==> src/rtl/serial_word_packer_pkg.sv <==
`default_nettype none
// +----------------------------------------------------------------------+
// | word_packer_pkg : shared types/constants for serial_word_packer      |
// | Revision: 1.0                                                        |
// +----------------------------------------------------------------------+
package word_packer_pkg;

  localparam int DROP_COUNT_W = 8;

  typedef enum logic [0:0] {
    EMPTY = 1'b0,
    FULL  = 1'b1
  } hold_state_e;

endpackage : word_packer_pkg
`default_nettype wire

==> src/rtl/serial_word_packer_if.sv <==
`default_nettype none
// +----------------------------------------------------------------------+
// | serial_word_packer_if : serial bit input + packed-word output port   |
// | drop_count exists only with SERIAL_WORD_PACKER_DROP_COUNT_EN         |
// | Revision: 1.0                                                        |
// +----------------------------------------------------------------------+
interface serial_word_packer_if
  import word_packer_pkg::*;
#(
  parameter int WIDTH = 8
);

  logic             bit_in;
  logic             bit_valid;
  logic             clear;
  logic [WIDTH-1:0] out_data;
  logic             out_valid;
  logic             out_ready;
  logic             overflow;
`ifdef SERIAL_WORD_PACKER_DROP_COUNT_EN
  logic [DROP_COUNT_W-1:0] drop_count;

  modport master (
    input  bit_in, bit_valid, clear, out_ready,
    output out_data, out_valid, overflow, drop_count
  );

  modport slave (
    output bit_in, bit_valid, clear, out_ready,
    input  out_data, out_valid, overflow, drop_count
  );
`else
  modport master (
    input  bit_in, bit_valid, clear, out_ready,
    output out_data, out_valid, overflow
  );

  modport slave (
    output bit_in, bit_valid, clear, out_ready,
    input  out_data, out_valid, overflow
  );
`endif

endinterface : serial_word_packer_if
`default_nettype wire

==> src/rtl/serial_word_packer_bit_counter.sv <==
`default_nettype none
// +----------------------------------------------------------------------+
// | bit_counter : modulo-MODULUS counter, enable, sync clear, term count |
// | Revision: 1.0                                                        |
// +----------------------------------------------------------------------+
module bit_counter #(
  parameter int MODULUS = 8
) (
  input  logic clk,
  input  logic rst,
  input  logic en,
  input  logic clr,
  output logic tc
);

  localparam int c_cnt_w = (MODULUS > 1) ? $clog2(MODULUS) : 1;
  localparam logic [c_cnt_w-1:0] c_last = c_cnt_w'(MODULUS - 1);

  logic [c_cnt_w-1:0] r_count;

  always_ff @(posedge clk or negedge rst) begin
    if (!rst) begin
      r_count <= '0;
    end else if (clr) begin
      r_count <= '0;
    end else if (en) begin
      r_count <= tc ? '0 : r_count + c_cnt_w'(1);
    end
  end

  assign tc = (r_count == c_last);

endmodule : bit_counter
`default_nettype wire

==> src/rtl/serial_word_packer.sv <==
`default_nettype none
// +----------------------------------------------------------------------+
// | serial_word_packer : packs serial bits MSB-first into WIDTH-bit words|
// | behind one holding register. Option: SERIAL_WORD_PACKER_DROP_COUNT_EN|
// | Revision: 1.0                                                        |
// +----------------------------------------------------------------------+
module serial_word_packer
  import word_packer_pkg::*;
#(
  parameter int WIDTH = 8
) (
  input  logic                 clk,
  input  logic                 rst,
  serial_word_packer_if.master bus
);

  logic             w_tc;
  logic             w_accept;
  logic             w_complete;
  logic             w_load;
  logic             w_drop;
  logic [WIDTH-1:0] w_word;
  // Only WIDTH-1 bits need storing; the newest bit joins straight from bit_in.
  logic [WIDTH-2:0] r_shift;
  logic [WIDTH-1:0] r_hold;
  logic             r_overflow;
  hold_state_e      r_state;
  hold_state_e      w_state_nxt;

  assign w_accept   = bus.bit_valid & ~bus.clear;
  assign w_complete = w_accept & w_tc;
  assign w_word     = {r_shift, bus.bit_in};

  bit_counter #(
    .MODULUS (WIDTH)
  ) u_bit_counter (
    .clk (clk),
    .rst (rst),
    .en  (w_accept),
    .clr (bus.clear),
    .tc  (w_tc)
  );

  always_ff @(posedge clk or negedge rst) begin
    if (!rst) begin
      r_shift <= '0;
    end else if (w_accept) begin
      r_shift <= w_word[WIDTH-2:0];
    end
  end

  always_ff @(posedge clk or negedge rst) begin
    if (!rst) begin
      r_state <= EMPTY;
    end else begin
      r_state <= w_state_nxt;
    end
  end

  always_comb begin
    w_state_nxt = r_state;
    w_load      = 1'b0;
    w_drop      = 1'b0;
    case (r_state)
      EMPTY: begin
        if (w_complete) begin
          w_load      = 1'b1;
          w_state_nxt = FULL;
        end
      end
      FULL: begin
        if (bus.out_ready) begin
          if (w_complete) begin
            w_load = 1'b1;
          end else begin
            w_state_nxt = EMPTY;
          end
        end else if (w_complete) begin
          w_drop = 1'b1;
        end
      end
      default: w_state_nxt = EMPTY;
    endcase
  end

  always_ff @(posedge clk or negedge rst) begin
    if (!rst) begin
      r_hold <= '0;
    end else if (w_load) begin
      r_hold <= w_word;
    end
  end

  // A drop can never coincide with clear, since clear blocks completion.
  always_ff @(posedge clk or negedge rst) begin
    if (!rst) begin
      r_overflow <= 1'b0;
    end else if (bus.clear) begin
      r_overflow <= 1'b0;
    end else if (w_drop) begin
      r_overflow <= 1'b1;
    end
  end

`ifdef SERIAL_WORD_PACKER_DROP_COUNT_EN
  logic [DROP_COUNT_W-1:0] r_drop_count;

  always_ff @(posedge clk or negedge rst) begin
    if (!rst) begin
      r_drop_count <= '0;
    end else if (bus.clear) begin
      r_drop_count <= '0;
    end else if (w_drop && (r_drop_count != {DROP_COUNT_W{1'b1}})) begin
      r_drop_count <= r_drop_count + DROP_COUNT_W'(1);
    end
  end

  assign bus.drop_count = r_drop_count;
`endif

  assign bus.out_data  = r_hold;
  assign bus.out_valid = (r_state == FULL);
  assign bus.overflow  = r_overflow;

endmodule : serial_word_packer
`default_nettype wire

==> src/flat_wrapper.sv <==
// flat-port wrapper written by rule: the top's interface ports become plain ports
module serial_word_packer_flat import word_packer_pkg::*;
#(
  parameter int WIDTH = 8
)
  (clk, rst, bus_bit_in, bus_bit_valid, bus_clear, bus_out_ready, bus_out_data, bus_out_valid, bus_overflow);
  serial_word_packer_if #(.WIDTH(WIDTH)) bus_i ();
  input  logic clk;
  input  logic rst;
  input wire logic [$bits(bus_i.bit_in)-1:0] bus_bit_in;
  input wire logic [$bits(bus_i.bit_valid)-1:0] bus_bit_valid;
  input wire logic [$bits(bus_i.clear)-1:0] bus_clear;
  input wire logic [$bits(bus_i.out_ready)-1:0] bus_out_ready;
  output wire logic [$bits(bus_i.out_data)-1:0] bus_out_data;
  output wire logic [$bits(bus_i.out_valid)-1:0] bus_out_valid;
  output wire logic [$bits(bus_i.overflow)-1:0] bus_overflow;
  assign bus_i.bit_in = bus_bit_in;
  assign bus_i.bit_valid = bus_bit_valid;
  assign bus_i.clear = bus_clear;
  assign bus_i.out_ready = bus_out_ready;
  assign bus_out_data = bus_i.out_data;
  assign bus_out_valid = bus_i.out_valid;
  assign bus_overflow = bus_i.overflow;
  serial_word_packer #(.WIDTH(WIDTH)) u_core (.clk(clk), .rst(rst), .bus(bus_i));
endmodule
==> config.mk <==
export PLATFORM = sky130hd
export DESIGN_NAME = serial_word_packer_flat
export DESIGN_NICKNAME = d
export VERILOG_FILES = /design/src/rtl/serial_word_packer_pkg.sv /design/src/rtl/serial_word_packer_if.sv /design/src/rtl/serial_word_packer_bit_counter.sv /design/src/rtl/serial_word_packer.sv /design/src/flat_wrapper.sv
export SDC_FILE = /design/constraint.sdc
export NUM_CORES = 1
export LEC_CHECK = 0
export BUFFER_PORTS_ARGS = -buffer_cell sky130_fd_sc_hd__buf_2
export CAP_MARGIN = 10
export CORE_ASPECT_RATIO = 1.1
export CORE_MARGIN = 2
export CORE_UTILIZATION = 52
export CTS_CLUSTER_SIZE = 20
export DETAILED_ROUTE_END_ITERATION = 10
export PLACE_DENSITY = 0.71
export SLEW_MARGIN = 20
export SYNTH_ARGS = -nofsm -noshare
export SYNTH_HDL_FRONTEND = slang
export SYNTH_HIERARCHICAL = 1
export SYNTH_SLANG_ARGS = --single-unit
==> constraint.sdc <==
create_clock -name clk -period 1.68 [get_ports clk]
set_input_delay 0.252 -clock clk [delete_from_list [all_inputs] [get_ports clk]]
set_output_delay 0.252 -clock clk [all_outputs]
set_load 0.02 [all_outputs]
==> results.md, run 1 <==
* Top Ports at 16
* Total wire length at 1312 microns
* Global-route wire length before repair at 2145 microns
* Total vias in the final route at 479
* MaxCap Viol Count at 0
* Leakage power at 0.5276 nW
* Slew Limit Fails at 0
* Arr. time, crit path at 1.74 ns
* Critical path launch point: u_core/u_bit_counter/r_count[0]$_DFFE_PN0P_
* Worst slack at placement at 0.1664 ns
* CTS tree: done
* Worst-Margin Slew at 0.4152 ns
* Layout net count at 83
* Die width at 42.88 microns
* Initial antenna violation count at 0
* Gr ovfl total at 0
* Tot Pwr at 1.084 mW
* Largest net degree at the start of global routing at 21
* Setup repair bufs after CTS at 0
* Gp weighted congestion at 0.7062
* Vias in the first global route at 499
* Uppermost layer routed: met4
* Port Buffers at 15
* Fin. Hold Viols at 0
* Met2 wire len at 645 microns
* Number of antenna-violating nets in the routed design at 0
* Max_slew headroom at 72.32%
* DRT iter0 DRCs at 7
* Core Box Area at 1558 sq um
* Final min period at 1.538 ns
* Clock Skews at 0.005613 ns
* Hpwl dp at 919.1 microns
* Final Util at 64.74%
* Syn nets at 63
* Worst Path Required at 1.88 ns
* Max Clk Rate at 0.6502 GHz
* Ratio of total power to cell area at 1075 nW/um^2
* Initial Utilization at 55.50%
* Number of diodes at 0
* Clock slew at reported path FFs at 0.12 ns
* Average size of a mapped cell at 15.72 sq um
* Distinct cells, synth at 17
* Met1 wire length at 599 microns
* CTS Buffer Depth at 2
* Setup crit end: u_core/bus.out_data[3]$_DFFE_PN0P_
* Critical register-to-register path endpoint: u_core/bus.out_data[3]$_DFFE_PN0P_
* Layout area overhead at 16.64%
* GRT Total Usage at 15.39%
* Final setup viols at 0
* Worst-case vdd ir drop at 0.0007182 V
* Root Buffer: clkbuf_4
* Clock Sinks at 20
* CP Max Fanout at 8
* Share of layout cells above drive strength 1 at 52.70%
* Worst setup margin at 0.1420 ns
* Critical path class: register to register
* Synth Warn # at 6
* Setup TNS at 0 ns
* CP Capture Type: register
* Startpoint types: register
* FF+latch count, synth at 20
* Worst Hold Class: input pin to register
* Reg2Reg Setup Slack at 0.14 ns
* Die area at 2005 sq um
* Reg2reg start: u_core/u_bit_counter/r_count[0]$_DFFE_PN0P_
* Drc violations at 0
* Sequential-to-total area share from yosys stat at 57.89%
* Hold Slack at 0.1888 ns
* Status: complete, no violations
* Met3 WL post-DR at 56 microns
* Tcrit/Tclk final at 91.55%
* Later-pin clock latency in the skew report at 0.30 ns
* H-tree levels at 1
* R2R depth at 4
* Num rows at 15
* Die Ht at 46.77 microns
* Num CTS Buffers at 3
* Synth Instances at 55
* Syn Std Cell Area at 864.6 sq um
* Final-layout fill cell count at 124
* Vias/cell at 5.264
* Avg WL per Cell at 14.42 microns
* Router iterations before antenna repair at 2
* RSZ-0062 raised after global routing: false
-- metal layers --
layer / track usage, % / vias to the layer above
li1: - / 229
met1: 17.79 / 238
met3: 3.462 / 2
met4: 11.25 / 0
met2: 25.76 / 10
met5: 0 / -
-- kinds of logic (layout without fill, tap and decap cells) --
| logic type | after synthesis | in the layout | synth area share (%) |
|---|---|---|---|
| buffers and inverters | 3 | 22 | 3.038 |
| DFF | 20 | 20 | 57.89 |
| AOI/OAI and AO/OA | 3 | 3 | 3.184 |
| and+or+nand+nor | 11 | 11 | 8.827 |
| adders and majority gates | 2 | 2 | 2.894 |
| muxes | 16 | 16 | 24.17 |
-- worst min path at each step --
stage	startpoint	depth (start not counted)	endpoint
detailed placement	rst	1	u_core/bus.overflow$_DFFE_PN0P_
global route	bus_clear	2	u_core/u_bit_counter/r_count[0]$_DFFE_PN0P_
floorplan	rst	0	u_core/bus.out_data[0]$_DFFE_PN0P_
global placement	rst	1	u_core/bus.overflow$_DFFE_PN0P_
finish	bus_bit_in	2	u_core/bus.out_data[0]$_DFFE_PN0P_
CTS	bus_bit_in	2	u_core/bus.out_data[0]$_DFFE_PN0P_
-- sequential cells by signal, summed over array words and instances (netlist names) --
| name | cells |
|---|---|
| u_core/bus.out_data | 8 |
| u_core/r_shift | 7 |
| u_core/u_bit_counter/r_count | 3 |
| u_core/bus.out_valid | 1 |
| u_core/bus.overflow | 1 |
-- power by group --
group / switching [mW] / total [mW] / internal, mW
logic: 0.0361 / 0.102 / 0.0664
registers: 0.0459 / 0.593 / 0.547
clock network: 0.148 / 0.389 / 0.241
-- cells in the mapped netlist, drive strengths merged --
master	n	area (sq um)
and3	1	11.26
ha	2	25.02
or3b	1	8.760
nand2	2	7.510
buf	2	22.52
dfrtp	20	500.5
inv	1	3.750
a32o	1	10.01
a21oi	1	8.760
nand2b	2	20.02
nor2b	1	13.76
a41oi	1	8.760
nor2	4	15.01
mux2i	1	10.01
mux2	15	199.0
-- cell usage in the layout (no fill, tap or decap) --
cell           Yosys  final
clkbuf_4           0      3
nand2b_4           1      1
buf_4              0      1
or3b_1             1      1
nand2_1            2      2
buf_2              0     15
nand2b_1           1      1
mux2_4             8      8
mux2i_1            1      1
nor2_1             4      4
a32o_1             1      1
bufinv_16          0      1
dfrtp_1           20     20
inv_1              1      1
a21oi_2            1      1
mux2_2             7      7
a41oi_1            1      1
and3_4             1      1
dlygate4sd3_1      0      1
nor2b_4            1      1
ha_1               2      2
-- critical path, cell delays in order (launching register included) --
cell and delay, ns:
dfrtp_1 0.40, ha_1 0.17, ha_1 0.23, and3_4 0.32, mux2_4 0.32
-- what timing repair did --
action                    in CTS  in global routing
gates resized for setup        0                  0
hold endpoints to repair      20                  0
hold buffers                   1                  0
-- cell type report --
class / instances / area, sq um / share of cell area [%]
Clock buffer: 3 / 22.52 / 2.233
Sequential cell: 20 / 500.5 / 49.63
Timing Repair Buffer: 17 / 92.59 / 9.181
Multi-Input combinational cell: 32 / 337.8 / 33.50
Inverter: 1 / 3.754 / 0.3722
Clock inverter: 1 / 30.03 / 2.978
Tap cell: 17 / 21.27 / 2.109
-- metrics by stage --
stage | cells | area (sq um)
CTS | 91 | 1008
global placement | 86 | 945.9
global route | 91 | 1008
detailed placement | 86 | 945.9
finish | 91 | 1008
floorplan | 55 | 864.6
Note: power is estimated with default switching activity, not from simulation.
==> run 2, diff against run 1 <==
CORE_UTILIZATION = 27   (was 52)
PLACE_DENSITY = 0.41   (was 0.71)
clock period = 1.65 ns   (was 1.68 ns; I/O delays follow)
==> run 2 against run 1 <==
Net effect:
- routed wire length up 5.9%
- critical path depth unchanged
- clock power up 4%
- largest cell class unchanged
- first-iteration DRC count up 43%
- sequential share of layout area down 1.4 points
- hold slack worse by 0.0095 ns
- power up 2.5%
- flip-flop and latch count unchanged
- final cell count up 20%
- register-to-register slack worse by 0.02 ns
- non-clock buffer count up 1
==> results.md, run 2 (synthesized netlist as in run 1, its figures left out) <==
* H-tree levels at 1 (unchanged)
* GRT met1 Usage at 13.02% (was 17.79%)
* Critical path launch point: u_core/u_bit_counter/r_count[0]$_DFFE_PN0P_ (unchanged)
* Worst-Margin Slew at 0.4516 ns (was 0.4152 ns)
* Top Ports at 16 (unchanged)
* Number of diodes at 0 (unchanged)
* Clock share of power at 36.4% (was 35.9%)
* Global-route wire length before repair at 2366 microns (was 2145 microns)
* Core Box Area at 3048 sq um (was 1558 sq um)
* Reg area at 500.5 sq um (unchanged)
* Avg WL per Cell at 12.74 microns (was 14.42 microns)
* Worst-case vdd ir drop at 0.0004218 V (was 0.0007182 V)
* DRT iter0 DRCs at 10 (was 7)
* MaxCap Viol Count at 0 (unchanged)
* CP peak stage delay at 0.39 ns (was 0.40 ns)
* GRT Total Usage at 8.833% (was 15.39%)
* CP Max Fanout at 8 (unchanged)
* Number of antenna-violating nets in the routed design at 0 (unchanged)
* Area of the multi-input gates at 337.8 sq um (unchanged)
* Num CTS Buffers at 3 (unchanged)
* CTS Buffer Depth at 2 (unchanged)
* Layout net count at 84 (was 83)
* Crit-path slowest cell: dfrtp_1 (unchanged)
* Max_slew headroom at 69.89% (was 72.32%)
* CP Capture Type: register (unchanged)
* Status: complete, no violations (unchanged)
* CTS tree: done (unchanged)
* Clock slew at reported path FFs at 0.12 ns (about the same)
* Reg power frac at 54.1% (was 54.7%)
* Fin. Hold Viols at 0 (unchanged)
* Final Util at 34.03% (was 64.74%)
* Post-CTS Resized at 0 (unchanged)
* Gp weighted congestion at 0.6788 (was 0.7062)
* Worst Path Required at 1.85 ns (was 1.88 ns)
* Drc violations at 0 (unchanged)
* Die Ht at 63.35 microns (was 46.77 microns)
* Hold path start: bus_bit_in (unchanged)
* Highest-count cells in the layout ignoring fill and taps: 20 x dfrtp_1, 15 x buf_2, 8 x mux2_4 (unchanged)
* Total wire length at 1389 microns (was 1312 microns)
* Startpoint types: register (unchanged)
* Final setup viols at 0 (unchanged)
* Met2 Track Usage GR at 11.08% (was 25.76%)
* GRT busiest layer: met1 (was met2)
* Router iterations before antenna repair at 4 (was 2)
* Ratio of total power to cell area at 1072 nW/um^2 (was 1075 nW/um^2)
* Total vias in the final route at 469 (was 479)
* Largest net degree at the start of global routing at 21 (unchanged)
* Met3 usage at 2.053% (was 3.462%)
* Switch share at 21.64% (was 21.22%)
* CP most frequent cell: ha_1 (unchanged)
* Port Buffers at 15 (unchanged)
* Final-layout fill cell count at 318 (was 124)
* Commonest non-fill, non-tap cell in the layout: dfrtp_1 (unchanged)
* NetSw at 0.2406 mW (was 0.2301 mW)
* Initial Utilization at 28.37% (was 55.50%)
* Worst Hold Class: input pin to register (unchanged)
* Die width at 57.96 microns (was 42.88 microns)
* Leakage power at 0.5327 nW (was 0.5276 nW)
* Die area at 3671 sq um (was 2005 sq um)
* Final min period at 1.523 ns (was 1.538 ns)
* Critical Path, Cell by Cell: ha_1 -> ha_1 -> and3_4 -> mux2_4 (unchanged)
* Max Clk Rate at 0.6566 GHz (was 0.6502 GHz)
* Hpwl dp at 970.4 microns (was 919.1 microns)
* Root Buffer: clkbuf_4 (unchanged)
* Vias/cell at 4.303 (was 5.264)
* Clock Sinks at 20 (unchanged)
* Critical path class: register to register (unchanged)
* Gr ovfl total at 0 (unchanged)
* Slew Limit Fails at 0 (unchanged)
* Internal power at 0.8710 mW (was 0.8542 mW)
* Tcrit/Tclk final at 92.30% (was 91.55%)
* Num rows at 21 (was 15)
* Later-pin clock latency in the skew report at 0.30 ns (about the same)
* RSZ-0062 raised after global routing: false (unchanged)
* Setup TNS at 0 ns (unchanged)
* Arr. time, crit path at 1.72 ns (was 1.74 ns)
* Clock Skews at 0.006965 ns (was 0.005613 ns)
* Reg2reg start: u_core/u_bit_counter/r_count[0]$_DFFE_PN0P_ (unchanged)
* Combinational fraction of design power at 9.5% (was 9.4%)
* Layout area overhead at 19.97% (was 16.64%)
* Max FFs per register at 8 (unchanged)
* Vias in the first global route at 507 (was 499)
* Initial antenna violation count at 0 (unchanged)
* Share of layout cells above drive strength 1 at 53.33% (was 52.70%)
## run 2: per-layer routing
| layer | vias up | share of wire [%] |
|---|---|---|
| li1 | 230 | - |
| met1 | 228 | 54 |
| met2 | 9 | 41 |
| met3 | 2 | 3.6 |
| met4 | 0 | 1.4 |
| met5 | - | 0 |
## run 2: power groups by stage
stage | Clock (mW) | Sequential (mW) | Combinational [mW]
4_1_cts | 0.421 | 0.601 | 0.109
2_1_floorplan | 0 | 0.598 | 0.0801
3_5_place_dp | 0 | 0.612 | 0.107
3_3_place_gp | 0 | 0.613 | 0.107
6_report | 0.405 | 0.601 | 0.106
5_1_grt | 0.439 | 0.614 | 0.119
## run 2: worst max-delay path, delay by kind of cell, from the launching register on
| family | cells | cell delay, ns |
|---|---|---|
| flip-flops | 1 | 0.39 |
| AND/OR/NAND/NOR | 1 | 0.32 |
| multiplexers | 1 | 0.32 |
| adder cells (fa/ha/maj) | 2 | 0.38 |
## run 2: repair_timing
| action | in CTS | in global routing |
|---|---|---|
| hold buffers | 1 | 0 |
| endpoints found under the hold margin | 20 | 0 |
| buffers inserted | 0 | 0 |
## run 2: area by class of cell
type                    instances  share of cell area (%)
flip-flops and latches         20                   48.25
clock buffers                   3                   2.171
clock inverters                 1                   2.895
well taps                      34                   4.101
multi-input cells              32                   32.57
inverters                       1                  0.3619
repair buffers                 18                   9.650
## run 2: final timing paths
check | endpoint | slack [ns] | depth (start not counted)
hold / removal | u_core/bus.out_data[0]$_DFFE_PN0P_ | 0.18 | 2
hold reg to reg | u_core/bus.overflow$_DFFE_PN0P_ | 0.51 | 2
setup / recovery | u_core/bus.out_data[3]$_DFFE_PN0P_ | 0.13 | 4
max in group asynchronous | u_core/bus.out_data[4]$_DFFE_PN0P_ | 0.93 | 2
setup reg to reg | u_core/bus.out_data[3]$_DFFE_PN0P_ | 0.13 | 4
min in group asynchronous | u_core/bus.out_valid$_DFF_PN0_ | 0.41 | 2
## run 2: stage by stage
stage / setup slack [ns] / instances / cell area (sq um) / power (mW) / hold slack, ns
CTS: 0.1235 / 109 / 1037 / 1.131 / 0.1700
floorplan: 0.1783 / 55 / 864.6 / 0.6777 / -0.04809
global placement: 0.1683 / 104 / 974.7 / 0.7201 / 0.2379
finish: 0.1270 / 109 / 1037 / 1.112 / 0.1793
global route: 0.03051 / 109 / 1037 / 1.173 / 0.1691
detailed placement: 0.1496 / 104 / 974.7 / 0.7190 / 0.2354
